<file path="src/rtl/id_ex_pipe_reg.sv">
// ID/EX pipeline register: captures GRF operands with a W->D bypass and presents them to EX one cycle later.
// hold freezes E (write-back still snooped into operands), bubble loads a NOP over hold; BUBBLE_CNT_EN adds bubble_cnt.
module id_ex_pipe_reg #(
    parameter int DW = 32,
    parameter int AW = 5
) (
    input  logic          clk,
    input  logic          clr,
    input  logic          hold,
    input  logic          bubble,
    input  logic [DW-1:0] instr_d,
    input  logic [DW-1:0] pc8_d,
    input  logic [DW-1:0] imm_d,
    input  logic [AW-1:0] a1_d,
    input  logic [AW-1:0] a2_d,
    input  logic [AW-1:0] a3_d,
    input  logic [1:0]    tnew_d,
    input  logic [DW-1:0] rd1_d,
    input  logic [DW-1:0] rd2_d,
    input  logic          wb_we,
    input  logic [AW-1:0] wb_a3,
    input  logic [DW-1:0] wb_wd,
    output logic          valid_e,
    output logic [DW-1:0] instr_e,
    output logic [DW-1:0] pc8_e,
    output logic [DW-1:0] imm_e,
    output logic [AW-1:0] a1_e,
    output logic [AW-1:0] a2_e,
    output logic [AW-1:0] a3_e,
    output logic [1:0]    tnew_e,
    output logic [DW-1:0] rs_e,
    output logic [DW-1:0] rt_e
`ifdef BUBBLE_CNT_EN
    ,
    output logic [31:0]   bubble_cnt
`endif
);

    typedef struct packed {
        logic          valid;
        logic [DW-1:0] instr;
        logic [DW-1:0] pc8;
        logic [DW-1:0] imm;
        logic [AW-1:0] a1;
        logic [AW-1:0] a2;
        logic [AW-1:0] a3;
        logic [1:0]    tnew;
        logic [DW-1:0] rs;
        logic [DW-1:0] rt;
    } e_stage_t;

    e_stage_t e_q;
    e_stage_t e_d;

    // $0 is never written, so a write-back addressed to it must not be forwarded.
    function automatic logic wb_hit(input logic [AW-1:0] addr);
        return wb_we && (wb_a3 != '0) && (wb_a3 == addr);
    endfunction

    always_comb begin
        e_d = e_q;
        if (bubble) begin
            e_d = '0;
        end else if (!hold) begin
            e_d.valid = 1'b1;
            e_d.instr = instr_d;
            e_d.pc8   = pc8_d;
            e_d.imm   = imm_d;
            e_d.a1    = a1_d;
            e_d.a2    = a2_d;
            e_d.a3    = a3_d;
            e_d.tnew  = tnew_d;
            e_d.rs    = wb_hit(a1_d) ? wb_wd : rd1_d;
            e_d.rt    = wb_hit(a2_d) ? wb_wd : rd2_d;
        end else begin
            // Held operands track write-back so they are current when EX releases.
            if (wb_hit(e_q.a1)) e_d.rs = wb_wd;
            if (wb_hit(e_q.a2)) e_d.rt = wb_wd;
        end
    end

    always_ff @(posedge clk or negedge clr) begin
        if (!clr) begin
            e_q <= '0;
        end else begin
            e_q <= e_d;
        end
    end

    assign valid_e = e_q.valid;
    assign instr_e = e_q.instr;
    assign pc8_e   = e_q.pc8;
    assign imm_e   = e_q.imm;
    assign a1_e    = e_q.a1;
    assign a2_e    = e_q.a2;
    assign a3_e    = e_q.a3;
    assign tnew_e  = e_q.tnew;
    assign rs_e    = e_q.rs;
    assign rt_e    = e_q.rt;

`ifdef BUBBLE_CNT_EN
    logic [31:0] bubble_cnt_q;
    logic [31:0] bubble_cnt_d;

    always_comb begin
        bubble_cnt_d = bubble_cnt_q;
        if (bubble) bubble_cnt_d = bubble_cnt_q + 32'd1;
    end

    always_ff @(posedge clk or negedge clr) begin
        if (!clr) begin
            bubble_cnt_q <= '0;
        end else begin
            bubble_cnt_q <= bubble_cnt_d;
        end
    end

    assign bubble_cnt = bubble_cnt_q;
`endif

endmodule
</file>
<file path="config.mk">
export PLATFORM = sky130hd
export DESIGN_NAME = id_ex_pipe_reg
export DESIGN_NICKNAME = d
export VERILOG_FILES = /design/src/rtl/id_ex_pipe_reg.sv
export SDC_FILE = /design/constraint.sdc
export NUM_CORES = 1
export LEC_CHECK = 0
export CAP_MARGIN = 20
export CELL_PAD_IN_SITES_DETAIL_PLACEMENT = 1
export CELL_PAD_IN_SITES_GLOBAL_PLACEMENT = 1
export CORE_UTILIZATION = 30
export CTS_CLUSTER_SIZE = 40
export DETAILED_ROUTE_END_ITERATION = 12
export PLACE_DENSITY_LB_ADDON = 0.3
export SLEW_MARGIN = 20
export SYNTH_ARGS = -nofsm -noshare
export SYNTH_HDL_FRONTEND = slang
export SYNTH_SLANG_ARGS = --single-unit
</file>
<file path="constraint.sdc">
create_clock -name clk -period 2.1 [get_ports clk]
set_input_delay 0.42 -clock clk [delete_from_list [all_inputs] [get_ports clk]]
set_output_delay 0.42 -clock clk [all_outputs]
set_load 0.1 [all_outputs]
</file>
# After elaboration in Yosys (flattened, before gate mapping)
# Index checks and enable logic that the tools add are counted.
totals:
  ff_bits: 178
  output_inout_bits: 178
  input_bits: 219
  elab_cells: 30
op_classes:
  n_eq_ne: 7
  n_mux: 7
  n_reduce_logical: 6
ops:
  columns: ["op", "count"]
  rows:
  - ["178-bit two-way mux", 1]
  - ["32-bit two-way mux", 4]
  - ["114-bit two-way mux", 1]
  - ["64-bit two-way mux", 1]
  - ["5-bit equality test", 4]
  - ["3-bit by 1-bit inequality test with 1-bit output, second input constant", 2]
  - ["1-bit logical AND", 5]
  - ["5-bit nonzero test", 1]
  - ["2-bit by 1-bit inequality test with 1-bit output, second input constant", 1]

# Longest topological paths before layout
# Gate-level depths: netlist of the first run.
logic_depth:
  depth_word: 6
  mapped_depth: 8
  mapped_depth_nobuf: 5

# Least setup slack after synthesis of the first run
# No wires, ideal clock.
synth_path:
  path_type: "register to register"
  start: "register e_q, in the netlist a1_e[0]"
  end: "register e_q, in the netlist rs_e[17]"
  synth_period_minus_slack_ns: 2.235
  arrival_ns: 2.153
  setup_ns: 0.083
  t_required_ns: 2.017
  path_buffers: 1
  path_stages_with_launch: 7
  slack_ns: -0.135
  cell_sequence: "dfrtp_1 xnor2_1 nand4_1 or2_0 o32a_2 buf_6 o21ai_0"
synth_via:
  elab_chain_len: 3
synth_lines:
  columns: ["item", "line", "source"]
  rows:
  - ["from (decl)", "52", "e_stage_t e_q;"]
  - ["from (signal assigned)", "84", "e_q <= '0;"]
  - ["from (signal assigned)", "86", "e_q <= e_d;"]
  - ["5-bit equality test", "57", "return wb_we && (wb_a3 != '0) && (wb_a3 == addr);"]
  - ["1-bit logical AND", "57", null]
  - ["3-bit by 1-bit inequality test with 1-bit output (no source line)", null, null]
# Every way passes these cells.
# A chain may end at the register's enable or synchronous reset.

# Final worst setup path of the first run
layout_path:
  start: "input wb_a3[3]"
  end: "register e_q, in the netlist rs_e[5]"
layout_via:
  elab_chain_len: 6
  elab_cells_between_ends: 10
  cone_classes: "eq/ne: 3; mux: 3; reduce/logical: 4"
layout_lines:
  columns: ["item", "line", "source"]
  rows:
  - ["from (decl)", "21", "input logic [AW-1:0] wb_a3,"]
  - ["5-bit nonzero test", "57", null]
  - ["1-bit logical AND (2 in a row)", "57", null]
  - ["32-bit two-way mux", "73", "e_d.rs = wb_hit(a1_d) ? wb_wd : rd1_d;"]
  - ["64-bit two-way mux", "64", "end else if (!hold) begin"]
  - ["178-bit two-way mux", "62", "if (bubble) begin"]
# Several ways; a longest one is shown, not always the timed one.

==> results of run 1 <==
-- routing by layer --
metal,vias up,share of wire,global-route usage
met5,-,0.00088,0
met4,4,0.017,0.0656
met3,24,0.088,0.0787
met2,261,0.51,0.376
met1,3424,0.39,0.248
li1,3141,-,-
-- synthesized netlist by cell type --
master | number | area (µm²)
o31a_1 | 1 | 8.76
or4b_4 | 1 | 13.8
o21ai_0 | 50 | 250
dfrtp_1 | 178 | 4450
o32a_2 | 2 | 22.5
o31a_2 | 1 | 10.0
nor2b_1 | 1 | 6.26
buf_2 | 19 | 95.1
nand4_1 | 2 | 12.5
nand2b_1 | 2 | 12.5
o22ai_1 | 2 | 12.5
a32oi_1 | 62 | 543
inv_1 | 32 | 120
or2_2 | 2 | 12.5
buf_6 | 10 | 113
nand2_1 | 2 | 7.51
or4_4 | 1 | 11.3
xnor2_1 | 11 | 96.3
buf_4 | 5 | 37.5
nand3b_2 | 1 | 11.3
or2_0 | 1 | 6.26
or4b_2 | 1 | 10.0
nand3b_1 | 1 | 7.51
clkbuf_1 | 18 | 67.6
or4_1 | 1 | 7.51
nor2_1 | 115 | 432
and2_1 | 2 | 12.5
a221o_1 | 2 | 20.0
xor2_1 | 9 | 78.8
o21ai_1 | 12 | 60.1
buf_1 | 5 | 18.8
mux2i_1 | 113 | 1130
o21ai_4 | 1 | 16.3
nor4_1 | 1 | 6.26
a21oi_1 | 1 | 5.00
-- worst paths after layout --
| kind | start | end | cells past startpoint |
|---|---|---|---|
| min in group asynchronous | clr | rt_e[19] | 2 |
| max reg2reg | a2_e[0] | rt_e[22] | 6 |
| max in group asynchronous | clr | rs_e[7] | 3 |
| min reg2reg | rt_e[13] | rt_e[13] | 2 |
| max | wb_a3[3] | rs_e[5] | 8 |
| min | hold | a2_e[3] | 3 |
-- power groups by stage --
| stage | Combinational, µW | Clock [µW] | Sequential, µW |
|---|---|---|---|
| finish | 2990 | 3250 | 3760 |
| global route | 3120 | 3480 | 3780 |
| CTS | 3020 | 3370 | 3760 |
| detailed placement | 3020 | 0 | 3820 |
| global placement | 2990 | 0 | 3820 |
| floorplan | 464 | 0 | 5300 |
-- flip-flops by register name, summed over array words and instances, names as in the netlist --
name     cells
instr_e     32
a2_e         5
imm_e       32
tnew_e       2
valid_e      1
rs_e        32
a1_e         5
pc8_e       32
a3_e         5
rt_e        32
-- through the flow --
step | area (µm²) | hold slack (ns) | std cells | TNS, ns
floorplan | 7740 | 0.124 | 668 | 0
global placement | 11700 | 0.372 | 1369 | -23.48
detailed placement | 11700 | 0.377 | 1369 | -27.59
CTS | 12300 | 0.331 | 1401 | 0
global route | 12400 | 0.365 | 1403 | -0.00853
finish | 12400 | 0.351 | 1404 | 0
-- kinds of logic after synthesis --
logic type                count (synthesis)  synth area share
xor gates and xnor gates                 20            0.0227
AOI/OAI and AO/OA                       134             0.123
muxes                                   113             0.146
DFF                                     178             0.576
and+or+nand+nor                         134            0.0736
buffers and inverters                    89            0.0584
-- critical path: stages --
cell and delay (ns):
clkdlybuf4s50_1 0.49, buf_4 0.15, xnor2_1 0.12, nand4_1 0.11
or2_0 0.27, o32a_2 0.43, buf_12 0.17, o21ai_0 0.18
-- area by class of cell --
class                      instances  share of cell area
clock buffer                      17              0.0344
sequential                       178               0.362
multi-input combinational        401               0.230
antenna                            3            0.000608
timing repair buffer             429               0.317
clock inverter                    14              0.0135
inverter                          32             0.00972
tap                              330              0.0334
-- timing repair --
item / 4_1_cts / 5_1_grt
setup endpoints to repair: 20 / 53
gates resized for setup: 3 / 2
hold endpoints to repair: 33 / 0
hold buffers: 1 / 0
==> flow_metrics.py, run 1 <==
metrics = {
    "status": {
        "outcome": "finished, final reports clean",
    },
    "power_and_ir_drop": {
        "p_seq_frac": 0.376,
        "intPower_uw": 6210,
        "swShare": 0.379,
        "power.density_nw_per_um2": 809,
        "p_sw_uw": 3790,
        "totalPowerFinal_uw": 10000,
        "comb_power_share": 0.299,
        "p_leak_uw": 0.00597,
        "ir_drop_uv": 419,
        "clkPwrFrac": 0.325,
    },
    "timing": {
        "slew_headroom": 0.608,
        "fin_ws_ns": 0.0716,
        "worst_clock_skew_ns": 0.0148,
        "hold_viol_final": 0,
        "worstMarginPinSlew_ns": 0.588,
        "fin_crit_ns": 2.03,
        "rsz0062_at_grt": "yes",
        "finalSetupViolCount": 0,
        "fmax_mhz": 493,
        "post-route-period-util": 0.966,
        "maxSlewViolCount": 0,
    },
    "critical_path": {
        "cp_max_fo": 31,
        "startpoint_type": "input port",
        "cp_data_arrival_time_ns": 2.36,
        "cp-end-kind": "register",
        "required_ns": 2.43,
        "path_class": "in2reg",
        "r2r_setup_slack_ns": 0.19,
    },
    "clock_tree": {
        "path_clk_slew_ns": 0.07,
        "cts_root_buf": "clkbuf_16",
        "htreeDepth": 4,
        "cts_tree": "done",
        "cts.sinks": 178,
        "cts_setup_buffers": 0,
        "cts_buffers": 17,
        "clock_path_buffers": 2,
        "clock_latency_ns": 0.42,
    },
    "global_route": {
        "grt.total_usage": 0.217,
        "grt_pass1_vias": 7347,
        "grt_start_max_net_pins": 65,
        "antenna_found_initial": 5,
        "grt_first_pass_wirelength_um": 43500,
        "overflow": 0,
    },
    "layout": {
        "layout_common_cells": "clkdlybuf4s50_1, buf_4, dfrtp_1",
        "drive_above_1_share": 0.248,
        "nNetsFinal": 1278,
        "fillers": 2726,
        "final_common_cell": "clkdlybuf4s50_1",
        "multi_input_area_um2": 2840,
        "fin_util": 0.489,
        "syn_to_final_growth_pct": 59.8,
        "regArea_um2": 4470,
    },
    "placement": {
        "io_buffers": 396,
        "dp_slack_ns": -0.516,
        "hpwl_um": 21100,
        "gp_congestion": 0.791,
    },
    "die": {
        "core_um2": 25300,
        "die_y_um": 163,
        "row_count": 58,
        "dieArea_um2": 26400,
        "start_util": 0.306,
        "die_w_um": 163,
        "num_io_pins": 397,
    },
    "detailed_routing": {
        "drt-vias-per-instance": 4.88,
        "vias": 6854,
        "routed_wl_um": 28600,
        "ant_nets": 0,
        "wl_per_cell_um": 20.3,
        "firstDrtPassIters": 4,
        "first_iter_violations": 383,
        "drcViolationCount": 0,
    },
    "yosys": {
        "synthCells": 668,
        "yosysWarnings": 0,
        "synth.distinct_cells": 35,
        "syn_area_um2": 7730,
        "ys_ff_latch": 178,
        "ys_seq_area_frac": 0.576,
        "syn_area_per_cell_um2": 11.6,
        "syn_nets": 887,
    },
    "run": {
        "drv_cap": 0,
    },
    "worst_hold_path": {
        "hold_path_class": "in2reg",
    },
}
Power figures use the tool's default switching activity.
==> inputs of run 2 (changes only) <==
- CAP_MARGIN: 20 -> 0
- REMOVE_ABC_BUFFERS: default -> 1
==> run 2 against run 1 <==
First-iteration DRC count down 6.0%. Cell count about the same. Clock skew down 0.0032 ns. Core utilization rose by 0.15 points. Sequential power is essentially flat. Worst setup slack better by 0.011 ns. Combinational power hardly changed. Total power up 1.5%. Worst hold slack got worse by 0.086 ns. Routed wire length is 3.2% lower. Non-clock buffer count increased by 1.
==> flow_metrics.py, run 2 (synthesis results as in run 1) <==
metrics = {
    "timing": {
        "worst_clock_skew_ns": 0.0116,
        "rsz0062_at_grt": "no",
        "fin_crit_ns": 2.02,
        "maxSlewViolCount": 0,
        "fmax_mhz": 496,
        "hold_viol_final": 0,
        "finalSetupViolCount": 0,
        "slew_headroom": 0.514,
        "worstMarginPinSlew_ns": 0.729,
        "post-route-period-util": 0.961,
    },
    "critical_path": {
        "cp_data_arrival_time_ns": 2.35,
        "startpoint_type": "input port",
        "cp-end-kind": "register",
        "cp_max_fo": 31,
        "required_ns": 2.43,
        "path_class": "in2reg",
    },
    "run": {
        "drv_cap": 0,
    },
    "detailed_routing": {
        "firstDrtPassIters": 6,
        "routed_wl_um": 27600,
        "vias": 6855,
        "first_iter_violations": 360,
        "drt-vias-per-instance": 4.89,
        "wl_per_cell_um": 19.7,
        "ant_nets": 0,
        "drcViolationCount": 0,
    },
    "placement": {
        "gp_congestion": 0.806,
        "io_buffers": 396,
        "hpwl_um": 20100,
        "dpl.cell_count": 1370,
        "placed_area_um2": 11700,
    },
    "die": {
        "die_y_um": 163,
        "row_count": 58,
        "core_um2": 25300,
        "num_io_pins": 397,
        "start_util": 0.306,
        "die_w_um": 163,
        "dieArea_um2": 26400,
    },
    "clock_tree": {
        "htreeDepth": 4,
        "path_clk_slew_ns": 0.07,
        "cts_tree": "done",
        "clock_path_buffers": 2,
        "cts_root_buf": "clkbuf_16",
        "cts_buffers": 17,
        "cts.sinks": 178,
        "clock_latency_ns": 0.42,
    },
    "worst_hold_path": {
        "hold_path_class": "in2reg",
    },
    "global_route": {
        "grt.total_usage": 0.209,
        "grt_pass1_vias": 7406,
        "overflow": 0,
        "antenna_found_initial": 0,
        "grt_start_max_net_pins": 113,
        "grt_first_pass_wirelength_um": 42200,
    },
    "layout": {
        "layout_common_cells": "clkdlybuf4s50_1, buf_4, dfrtp_1",
        "drive_above_1_share": 0.241,
        "final_area_um2": 12400,
        "fin_cells": 1403,
        "syn_to_final_growth_pct": 60.3,
        "nNetsFinal": 1279,
        "num_antenna_cells": 0,
        "final_common_cell": "clkdlybuf4s50_1",
    },
    "status": {
        "outcome": "finished, final reports clean",
    },
    "power_and_ir_drop": {
        "power.density_nw_per_um2": 819,
        "p_leak_uw": 0.00602,
        "totalPowerFinal_uw": 10200,
        "ir_drop_uv": 492,
    },
}
run 2: worst max-delay path: stages:
cell and delay [ns]:
clkdlybuf4s50_1 0.44, buf_4 0.17, xnor2_1 0.17, nand4_1 0.13
or2_2 0.30, o32a_2 0.36, buf_12 0.18, o21ai_0 0.17
run 2: per-layer routing:
metal | vias to the layer above | wire length, µm | global-route usage
li1 | 3142 | - | -
met1 | 3391 | 10600 | 0.243
met2 | 292 | 13900 | 0.357
met3 | 30 | 2590 | 0.0695
met4 | 0 | 552 | 0.0725
met5 | - | 0 | 0
run 2: final cells by class:
cell class	instances	area (µm²)
sequential	178	4450
inverter	32	120
tap	330	413
timing repair buffer	430	3930
multi-input combinational	401	2850
fill	2732	12900
clock inverter	14	189
clock buffer	18	439
run 2: stage by stage:
step / utilization / TNS, ns / hold slack (ns) / setup WS [ns]
after floorplan: - / -68.86 / 0.124 / -1.09
after global placement: 0.465 / -20.85 / 0.399 / -0.380
after detailed placement: 0.465 / -23.12 / 0.393 / -0.419
after CTS: 0.490 / 0 / 0.246 / 0.0463
after global routing: 0.491 / 0 / 0.258 / 0.000393
final: 0.491 / 0 / 0.265 / 0.0829
run 2: report_power, final:
part / internal (µW) / switching, µW / total, µW / leakage, µW
Clock: 1860 / 1540 / 3400 / 0.000305
Sequential: 3630 / 133 / 3760 / 0.00236
Combinational: 885 / 2100 / 2990 / 0.00335
run 2: worst paths after layout:
path / from / end / slack, ns / depth (start not counted)
max in group asynchronous: clr / rs_e[8] / 0.96 / 3
min in group asynchronous: clr / tnew_e[0] / 0.49 / 2
worst min-delay path: bubble / a1_e[2] / 0.26 / 2
worst min register to register: rt_e[6] / rt_e[6] / 0.50 / 2
worst max-delay path: wb_a3[1] / rt_e[29] / 0.08 / 8
worst max register to register: a2_e[1] / rt_e[29] / 0.28 / 6
run 2: timing repair:
action | CTS | global route
endpoints found under the setup margin | 0 | 48
hold buffers | 1 | 0
buffers inserted | 0 | 0
resized for setup | 0 | 19
endpoints found under the hold margin | 40 | 0
